File: src/rtl/block_lock_ctrl.sv
// rtl/block_lock_ctrl.sv - 64b/66b sync-header block-lock FSM with slip request and gated forwarding
module block_lock_ctrl #(
    parameter int SH_CNT_MAX     = 64,
    parameter int SH_INVALID_MAX = 16,
    parameter int SLIP_WAIT      = 2
) (
    input  logic        clk,
    input  logic        reset,
    input  logic [1:0]  s_axis_ttype,
    input  logic [63:0] s_axis_tdata,
    input  logic        s_axis_tvalid,
    output logic        s_axis_tready,
    output logic [1:0]  m_axis_ttype,
    output logic [63:0] m_axis_tdata,
    output logic        m_axis_tvalid,
    input  logic        m_axis_tready,
    output logic        slip,
    output logic        block_lock,
    output logic [15:0] slip_count
);
    localparam int CW = $clog2(SH_CNT_MAX + 1);
    localparam int IW = $clog2(SH_INVALID_MAX + 1);
    localparam int WW = (SLIP_WAIT > 0) ? $clog2(SLIP_WAIT + 1) : 1;
    localparam logic [CW-1:0] CNT_LAST = CW'(SH_CNT_MAX);
    localparam logic [IW-1:0] INV_LAST = IW'(SH_INVALID_MAX);
    localparam logic [WW-1:0] WAIT_LD  = WW'(SLIP_WAIT);

    typedef enum logic [1:0] {ST_TEST, ST_SLIP, ST_WAIT} state_t;

    state_t      state_q, state_d;
    logic [CW-1:0] sh_cnt_q, sh_cnt_d;
    logic [IW-1:0] sh_inv_q, sh_inv_d;
    logic [WW-1:0] wait_q, wait_d;
    logic        lock_q, lock_d;
    logic        slip_q, slip_d;
    logic [15:0] slip_cnt_q, slip_cnt_d;
    logic        m_tvalid_q, m_tvalid_d;
    logic [1:0]  m_ttype_q, m_ttype_d;
    logic [63:0] m_tdata_q, m_tdata_d;

    logic          accept;
    logic          sh_ok;
    logic [CW-1:0] sh_cnt_inc;
    logic [IW-1:0] sh_inv_inc;

    assign s_axis_tready = m_axis_tready;
    assign accept        = s_axis_tvalid & m_axis_tready;
    assign sh_ok         = s_axis_ttype[1] ^ s_axis_ttype[0];
    assign sh_cnt_inc    = sh_cnt_q + CW'(1);
    assign sh_inv_inc    = sh_inv_q + IW'(!sh_ok);

    always_comb begin
        state_d    = state_q;
        sh_cnt_d   = sh_cnt_q;
        sh_inv_d   = sh_inv_q;
        wait_d     = wait_q;
        lock_d     = lock_q;
        slip_d     = 1'b0;
        slip_cnt_d = slip_cnt_q;
        m_tvalid_d = m_tvalid_q;
        m_ttype_d  = m_ttype_q;
        m_tdata_d  = m_tdata_q;

        // Forwarding uses the lock value held before this cycle's update.
        if (m_axis_tready) begin
            m_tvalid_d = s_axis_tvalid & lock_q;
            m_ttype_d  = s_axis_ttype;
            m_tdata_d  = s_axis_tdata;
        end

        case (state_q)
            ST_TEST: begin
                if (accept) begin
                    sh_cnt_d = sh_cnt_inc;
                    sh_inv_d = sh_inv_inc;
                    if ((!sh_ok && !lock_q) || (sh_inv_inc == INV_LAST)) begin
                        lock_d   = 1'b0;
                        state_d  = ST_SLIP;
                        slip_d   = 1'b1;
                        sh_cnt_d = '0;
                        sh_inv_d = '0;
                    end else if (sh_cnt_inc == CNT_LAST) begin
                        if (sh_inv_inc == '0) lock_d = 1'b1;
                        sh_cnt_d = '0;
                        sh_inv_d = '0;
                    end
                end
            end
            ST_SLIP: begin
                if (slip_cnt_q != 16'hFFFF) slip_cnt_d = slip_cnt_q + 16'd1;
                wait_d  = WAIT_LD;
                state_d = (SLIP_WAIT == 0) ? ST_TEST : ST_WAIT;
            end
            ST_WAIT: begin
                if (accept) begin
                    wait_d = wait_q - WW'(1);
                    if (wait_q == WW'(1)) state_d = ST_TEST;
                end
            end
            default: state_d = ST_TEST;
        endcase
    end

    always_ff @(posedge clk) begin
        if (reset) begin
            state_q    <= ST_TEST;
            sh_cnt_q   <= '0;
            sh_inv_q   <= '0;
            wait_q     <= '0;
            lock_q     <= 1'b0;
            slip_q     <= 1'b0;
            slip_cnt_q <= 16'd0;
            m_tvalid_q <= 1'b0;
            m_ttype_q  <= 2'b00;
            m_tdata_q  <= 64'd0;
        end else begin
            state_q    <= state_d;
            sh_cnt_q   <= sh_cnt_d;
            sh_inv_q   <= sh_inv_d;
            wait_q     <= wait_d;
            lock_q     <= lock_d;
            slip_q     <= slip_d;
            slip_cnt_q <= slip_cnt_d;
            m_tvalid_q <= m_tvalid_d;
            m_ttype_q  <= m_ttype_d;
            m_tdata_q  <= m_tdata_d;
        end
    end

    assign m_axis_tvalid = m_tvalid_q;
    assign m_axis_ttype  = m_ttype_q;
    assign m_axis_tdata  = m_tdata_q;
    assign slip          = slip_q;
    assign block_lock    = lock_q;
    assign slip_count    = slip_cnt_q;
endmodule

File: config.mk
export PLATFORM = sky130hd
export DESIGN_NAME = block_lock_ctrl
export DESIGN_NICKNAME = d
export VERILOG_FILES = /design/src/rtl/block_lock_ctrl.sv
export SDC_FILE = /design/constraint.sdc
export NUM_CORES = 1
export LEC_CHECK = 0
export CAP_MARGIN = 20
export CORE_ASPECT_RATIO = 2
export CORE_UTILIZATION = 35
export CTS_CLUSTER_DIAMETER = 120
export DETAILED_ROUTE_END_ITERATION = 8
export MAX_ROUTING_LAYER = met4
export PLACE_DENSITY = 0.75
export SLEW_MARGIN = 20
export SYNTH_ARGS = -nofsm -noshare
export SYNTH_HDL_FRONTEND = slang
export SYNTH_SLANG_ARGS = --single-unit
File: constraint.sdc
create_clock -name clk -period 4 [get_ports clk]
set_input_delay 0.8 -clock clk [delete_from_list [all_inputs] [get_ports clk]]
set_output_delay 0.8 -clock clk [all_outputs]
set_load 0.02 [all_outputs]
==> metrics.md, run 1 <==
| Metric | Value |
|---|---|
| Cell area after synthesis | `~0.0041 sq mm` |
| Max VDD drop | `0.2198 mV` |
| Worst reg2reg path depth | `5` |
| Clock root cell | `clkbuf_16` |
| CTS buffer count | `9` |
| Clock skew | `around 8.3 ps` |
| Layout cell share with drive strength beyond 1 | `0.04007` |
| Initial Util | `0.3601` |
| M1 WL | `4.090 mm` |
| Multi-input logic area | `0.001908 sq mm` |
| Top cells by count, synth | `dfxtp_1 (101), nor2_1 (91), mux2i_1 (67)` |
| RSZ-0062 raised after global routing | `false` |
| Die width | `78.20 um` |
| Slew HR | `0.4456` |
| Reg2Reg Setup Slack | `1910 ps` |
| Crit path launch type | `input pin` |
| Final Max Tran Viols | `0` |
| FP Rows | `55` |
| Setup bufs post-CTS | `0` |
| Max-cap violations | `0` |
| 1st-iter DRT viols | `206` |
| FMAX | `0.3485 GHz` |
| Post-layout minimum cycle time | `2870 ps` |
| FFs w/ async S/R, synth | `0` |
| WP buf/inv | `1` |
| Die height | `154.4 um` |
| Placed Area | `between 0.005 and 0.006 sq mm` |
| CTS resizes | `0` |
| Vias/cell | `between 5 and 6` |
| Final Setup Violations | `0` |
| Status | `completed` |
| Clock buffer depth | `2` |
| Worst slew pin tran | `~830 ps` |
| Clock latency at the later pin of the worst-skew pair | `340 ps` |
| Unique masters post-synth | `44` |
| First-pass GRT wire length | `17.53 mm` |
| CTS Hold Bufs | `0` |
| Vias | `3637` |
| Post-synth top area share | `0.4975` |
| PwrDens | `about 400 mW/mm^2` |
| Ys flop type | `dfxtp_1` |
| Crit-path cells | `clkdlybuf4s50_1, xnor2_1, ha_1, ha_1, nand3_1, xnor2_1, a211oi_4, nand3_1, a31oi_1` |
| CP Data Required Time | `4260 ps` |
| Pre-CTS setup slack | `789.1 ps` |
| Leakage | `2.397 nW` |
| # IOs | `156` |
| CP Max Fanout | `8` |
| Crit path max-delay family | `compound AO/OA/AOI/OAI gates` |
| Final worst slack | `1130 ps` |
| Top cells by area, synth | `dfxtp_1 (50%), mux2i_1 (17%), nor2_1 (8.4%)` |
| IO buf count | `155` |
| CTS tree | `built` |
| Mapped Nets | `~500` |
| Crit path DAT | `3130 ps` |
| Core ar. | `around 0.011 sq mm` |
| Post-Place Cells | `701` |
| DR DRC count | `0` |
| Met2 WL | `between 5 and 6 mm` |
| Pin count of the biggest net entering global routing | `51` |
| DR pass1 iterations | `5` |
| DIE AREA | `0.01207 sq mm` |
| DRT antenna net count | `0` |
| Yosys reg bits | `101` |
| Top layer in use | `met4` |
| CP Depth | `9` |
| # fillers | `about 1000` |
| Number of global-route vias before repair | `3719` |
| Initial antenna violation count | `0` |
| Gpl congestion | `0.8511` |
| Final HPWL DP | `around 8 mm` |
| CTS Sinks | `approximately 100` |
| Cells on Worst Hold Path | `2` |
| Total grt overflow | `0` |
| Crit share post-route | `0.7174` |
| Area delta synth->final | `48.89%` |
| Cell with the most instances after synthesis | `dfxtp_1` |
| GR Util All Layers | `0.1882` |
| Cell taking the most area after synthesis | `dfxtp_1` |
| Final Util | `0.5361` |
| Hold WS | `478.3 ps` |
| H-tree levels | `3` |
| Hold crit path type | `flop to flop` |
| Register area | `0.002022 sq mm` |
| CTS clk-pin slew, worst paths | `60 ps` |
| Max stage delay cell, worst path | `a211oi_4` |
| Critical Path Sink Type | `flop` |
| Synthesis warning total | `0` |
| Total power | `2.408 mW` |
| Setup TNS Final | `0 ps` |
| Detailed Route WL | `~11 mm` |
| Avg Cell Area, Syn | `around 9.5 sq um` |
| Final Hold Viols | `0` |
| Routed WL per cell | `between 15 and 20 um` |
| Mapped Cells | `426` |
| Sequential fraction of the synthesis area | `0.4975` |
| Number of diodes | `0` |
| Crit Path Category | `input pin to flop` |
| Wire length on met3 | `roughly 420 um` |
| Total Nets Final | `645` |
| Post-synth EDFFs | `0` |
| Slowest cell delay on critical path | `450 ps` |
| Cell Count, Final, Fillers Out | `716` |
| Final instance area | `~0.0061 sq mm` |
## state kept, by name (all words and copies together), names as in the netlist
name           cells
m_axis_tvalid      1
wait_q             2
state_q            2
slip_count        16
slip               1
block_lock         1
m_axis_tdata      64
sh_inv_q           5
sh_cnt_q           7
m_axis_ttype       2
## path summary, 6_finish.rpt
check                                     start       endpoint
worst max-delay path            s_axis_ttype[1]    sh_inv_q[3]
worst min-delay path              m_axis_tvalid  m_axis_tvalid
worst max register to register      sh_cnt_q[4]     block_lock
worst min register to register    m_axis_tvalid  m_axis_tvalid
## cell type report
class	count	area share
Sequential cell	101	0.3342
Multi-Input combinational cell	292	0.3153
Timing Repair Buffer	158	0.2589
Clock buffer	10	0.03950
Tap cell	142	0.02936
Clock inverter	5	0.01778
Inverter	8	0.004963
## power by group
| part | internal, mW | switching, mW | leakage [nW] |
|---|---|---|---|
| Combinational | 0.175 | 0.156 | 1.40 |
| Sequential | 1.05 | 0.0243 | 0.828 |
| Clock | 0.629 | 0.376 | 0.169 |
## metal layers
layer | track usage | vias to the layer above
met4 | 0.1032 | 0
met2 | 0.3354 | 138
li1 | - | 1775
met5 | - | -
met1 | 0.1936 | 1693
met3 | 0.02832 | 31
## layout by cell type, fill, tap and decap left out, types with 7 or more instances in the layout
cell             Yosys  final
clkdlybuf4s50_1      0    153
dfxtp_1            101    101
nor2_1              91     91
mux2i_1             67     67
nand2_1             13     13
nand3_1             13     13
a21oi_1             10     10
a31oi_1              9      9
nand4_1              9      9
clkbuf_16            0      9
inv_1                8      8
o21ai_0              7      7
nor3_1               7      7
## worst register-to-register path: stages, from the launching register on
cell and delay [ps]:
dfxtp_1 360, or4b_1 530, o22ai_1 160, nand3_1 350, or3_1 480, a21oi_1 140
## logic make-up after synthesis
| logic type | Yosys count | share of synthesized area |
|---|---|---|
| fa+ha+maj | 5 | 0.01539 |
| flops | 101 | 0.4975 |
| mux | 67 | 0.1650 |
| simple gates | 162 | 0.1847 |
| xor+xnor | 11 | 0.02371 |
| buf+inv | 33 | 0.03294 |
| compound gates | 47 | 0.08066 |
No activity file was read; power rests on OpenSTA's default activity.
==> inputs of run 2 (changes only) <==
- clock period: 4 -> 2.9 ns (I/O delays scaled with it)
==> run 2 against run 1 <==
  * Worst setup slack got worse by 950 ps
  * Clock power increased by 12%
  * Cell count increased by 0.42%
  * Clock skew decreased by 1.2 ps
  * Utilization decreased by 0.26 points
  * First-iteration DRC count decreased by 19%
  * Combinational power increased by 40%
  * Sequential share of layout area increased by 0.16 points
  * Sequential power increased by 38%
  * Sequential cell count unchanged
  * Clock-buffer cell count unchanged
  * Global-route usage increased by 0.28 points
==> metrics.md, run 2 (synthesis results as in run 1) <==
| Metric | Value |
|---|---|
| Sw Share | `0.2516 (+0.02069)` |
| Crit path DAT | `2980 ps (-150 ps)` |
| Core ar. | `0.01129 sq mm (unchanged)` |
| H-tree levels | `3 (unchanged)` |
| CP Max Fanout | `8 (unchanged)` |
| DR DRC count | `0 (unchanged)` |
| FMAX | `between 0.3 and 0.4 GHz` |
| Vias/cell | `5.083 (about the same)` |
| Vias | `3655 (+0.49%)` |
| Max-cap violations | `0 (unchanged)` |
| Hold WS | `490.9 ps (+12.62 ps)` |
| Seq pwr share | `0.483 (+0.037)` |
| Total Nets Final | `648 (+0.47%)` |
| Leakage | `2.383 nW (-0.58%)` |
| Internal Power | `2.296 mW (+24%)` |
| Critical Path Sink Type | `flop` |
| Final Hold Viols | `0 (unchanged)` |
| Total grt overflow | `0 (unchanged)` |
| Post-layout minimum cycle time | `2717 ps` |
| Initial Util | `0.3601 (unchanged)` |
| Crit Path Category | `input pin to flop` |
| Number of diodes | `0 (unchanged)` |
| Max VDD drop | `0.3270 mV (+49%)` |
| Final HPWL DP | `8.161 mm (+3.4%)` |
| Final Util | `0.5336 (-0.002550)` |
| CTS Sinks | `101 (unchanged)` |
| Final Max Tran Viols | `0 (unchanged)` |
| DR pass1 iterations | `4 (-1)` |
| NetSw | `0.7718 mW (+39%)` |
| # IOs | `156 (unchanged)` |
| Gpl congestion | `0.8074 (-5.1%)` |
| Hold crit path type | `flop to flop` |
| DRT antenna net count | `0 (unchanged)` |
| Clock skew | `7.087 ps (-1.236 ps)` |
| Routed WL per cell | `15.33 um (+2.0%)` |
| Clock buffer depth | `2 (unchanged)` |
| Die height | `154.4 um (unchanged)` |
| GR Util All Layers | `0.1910 (+0.002828)` |
| # fillers | `1062 (+3.2%)` |
| Status | `completed` |
| DIE AREA | `0.01207 sq mm (unchanged)` |
| FP Rows | `55 (unchanged)` |
| Die width | `78.20 um (unchanged)` |
| IO buf count | `155 (unchanged)` |
| Clock latency at the later pin of the worst-skew pair | `340 ps (about the same)` |
| Initial antenna violation count | `0 (unchanged)` |
| Number of global-route vias before repair | `3606 (-3.0%)` |
| Slew HR | `0.4603 (+0.01469)` |
| Crit path launch type | `input pin` |
| CTS buffer count | `9 (unchanged)` |
| Most frequent cells in the layout | `clkdlybuf4s50_1 (153), dfxtp_1 (101), nor2_1 (91), mux2i_1 (67)` |
| 1st-iter DRT viols | `166 (-19%)` |
| Final Setup Violations | `0 (unchanged)` |
| Crit share post-route | `0.9370` |
| Max FFs per register | `64 (unchanged)` |
| CTS tree | `built` |
| Pin count of the biggest net entering global routing | `100 (+96%)` |
| Clock root cell | `clkbuf_16` |
| Layout cell share with drive strength beyond 1 | `0.04679 (+0.006724)` |
| CP Data Required Time | `3170 ps (-1090 ps)` |
| CTS clk-pin slew, worst paths | `70 ps (about the same)` |
| Area delta synth->final | `48.18%` |
| Detailed Route WL | `11.02 mm (+2.5%)` |
| First-pass GRT wire length | `17.62 mm (+0.47%)` |
| Worst slew pin tran | `809.6 ps (-22.04 ps)` |
| Comb pwr share | `0.151 (+0.014)` |
| PwrDens | `509.4 mW/mm^2 (+28%)` |
| Clock Power Share | `0.366 (-0.051)` |
| Commonest non-fill, non-tap cell in the layout | `clkdlybuf4s50_1` |
| RSZ-0062 raised after global routing | `false` |
==> run 2: cell count changes in the layout (fill, tap and decap cells not counted), sizes merged <==
cell	before	now
bufinv	3	0
clkinvlp	0	3
buf	5	8
==> run 2: layout make-up <==
cell class,instances,area (sq um),area share
clock inverter,5,36.28,0.006025
timing repair buffer,161,1602,0.2659
inverter,8,30.03,0.004986
sequential,101,2022,0.3358
clock buffer,10,239.0,0.03968
tap,142,177.7,0.02950
multi-input combinational,292,1916,0.3181
==> run 2: path summary, 6_finish.rpt <==
path | startpoint | endpoint | slack [ps] | cells after the start
worst max-delay path | s_axis_ttype[1] | sh_cnt_q[6] | 180 | 9
worst min-delay path | m_axis_tvalid | m_axis_tvalid | 490 | 2
worst min register to register | m_axis_tvalid | m_axis_tvalid | 490 | 2
worst max register to register | sh_cnt_q[4] | block_lock | 840 | 5
==> run 2: power by group through the flow <==
stage                     Sequential, mW  Clock, mW  Combinational (mW)
after floorplan                     1.57          0               0.157
after global placement              1.51          0               0.458
after detailed placement            1.51          0               0.467
after CTS                           1.48       1.15               0.469
after global routing                1.49       1.21               0.497
final                               1.48       1.12               0.465
==> run 2: worst max-delay path, cell delays in order <==
cell and delay (ps):
clkdlybuf4s50_1 440, xnor2_1 330, ha_1 290, ha_1 250
nand3_1 150, xnor2_2 220, a21oi_2 360, o2111ai_1 170
a31oi_1 180
==> run 2: timing repair <==
item / 4_1_cts / 5_1_grt
resized for setup: 0 / 1
hold buffers: 0 / 0
endpoints found under the setup margin: 0 / 12
setup buffers: 0 / 1
hold endpoints to repair: 0 / 0
==> run 2: routing by layer <==
| metal | vias to the layer above | track usage | wire length [um] |
|---|---|---|---|
| li1 | 1789 | - | - |
| met1 | 1739 | 0.1868 | 3976 |
| met2 | 114 | 0.3605 | 6402 |
| met3 | 13 | 0.04130 | 463 |
| met4 | 0 | 0.06702 | 178 |
| met5 | - | - | 0 |
==> run 2: stage by stage <==
step / setup TNS (ps) / setup WS, ps / power, mW / area [sq um] / std cells
finish: 0 / 182.7 / 3.068 / 6022 / 719
global route: 0 / 9.339 / 3.194 / 6022 / 719
CTS: 0 / 165.2 / 3.101 / 6007 / 718
detailed placement: -2165 / -193.6 / 1.979 / 5732 / 703
global placement: -70.53 / -17.79 / 1.966 / 5732 / 703
floorplan: 0 / 685.3 / 1.731 / 4064 / 426
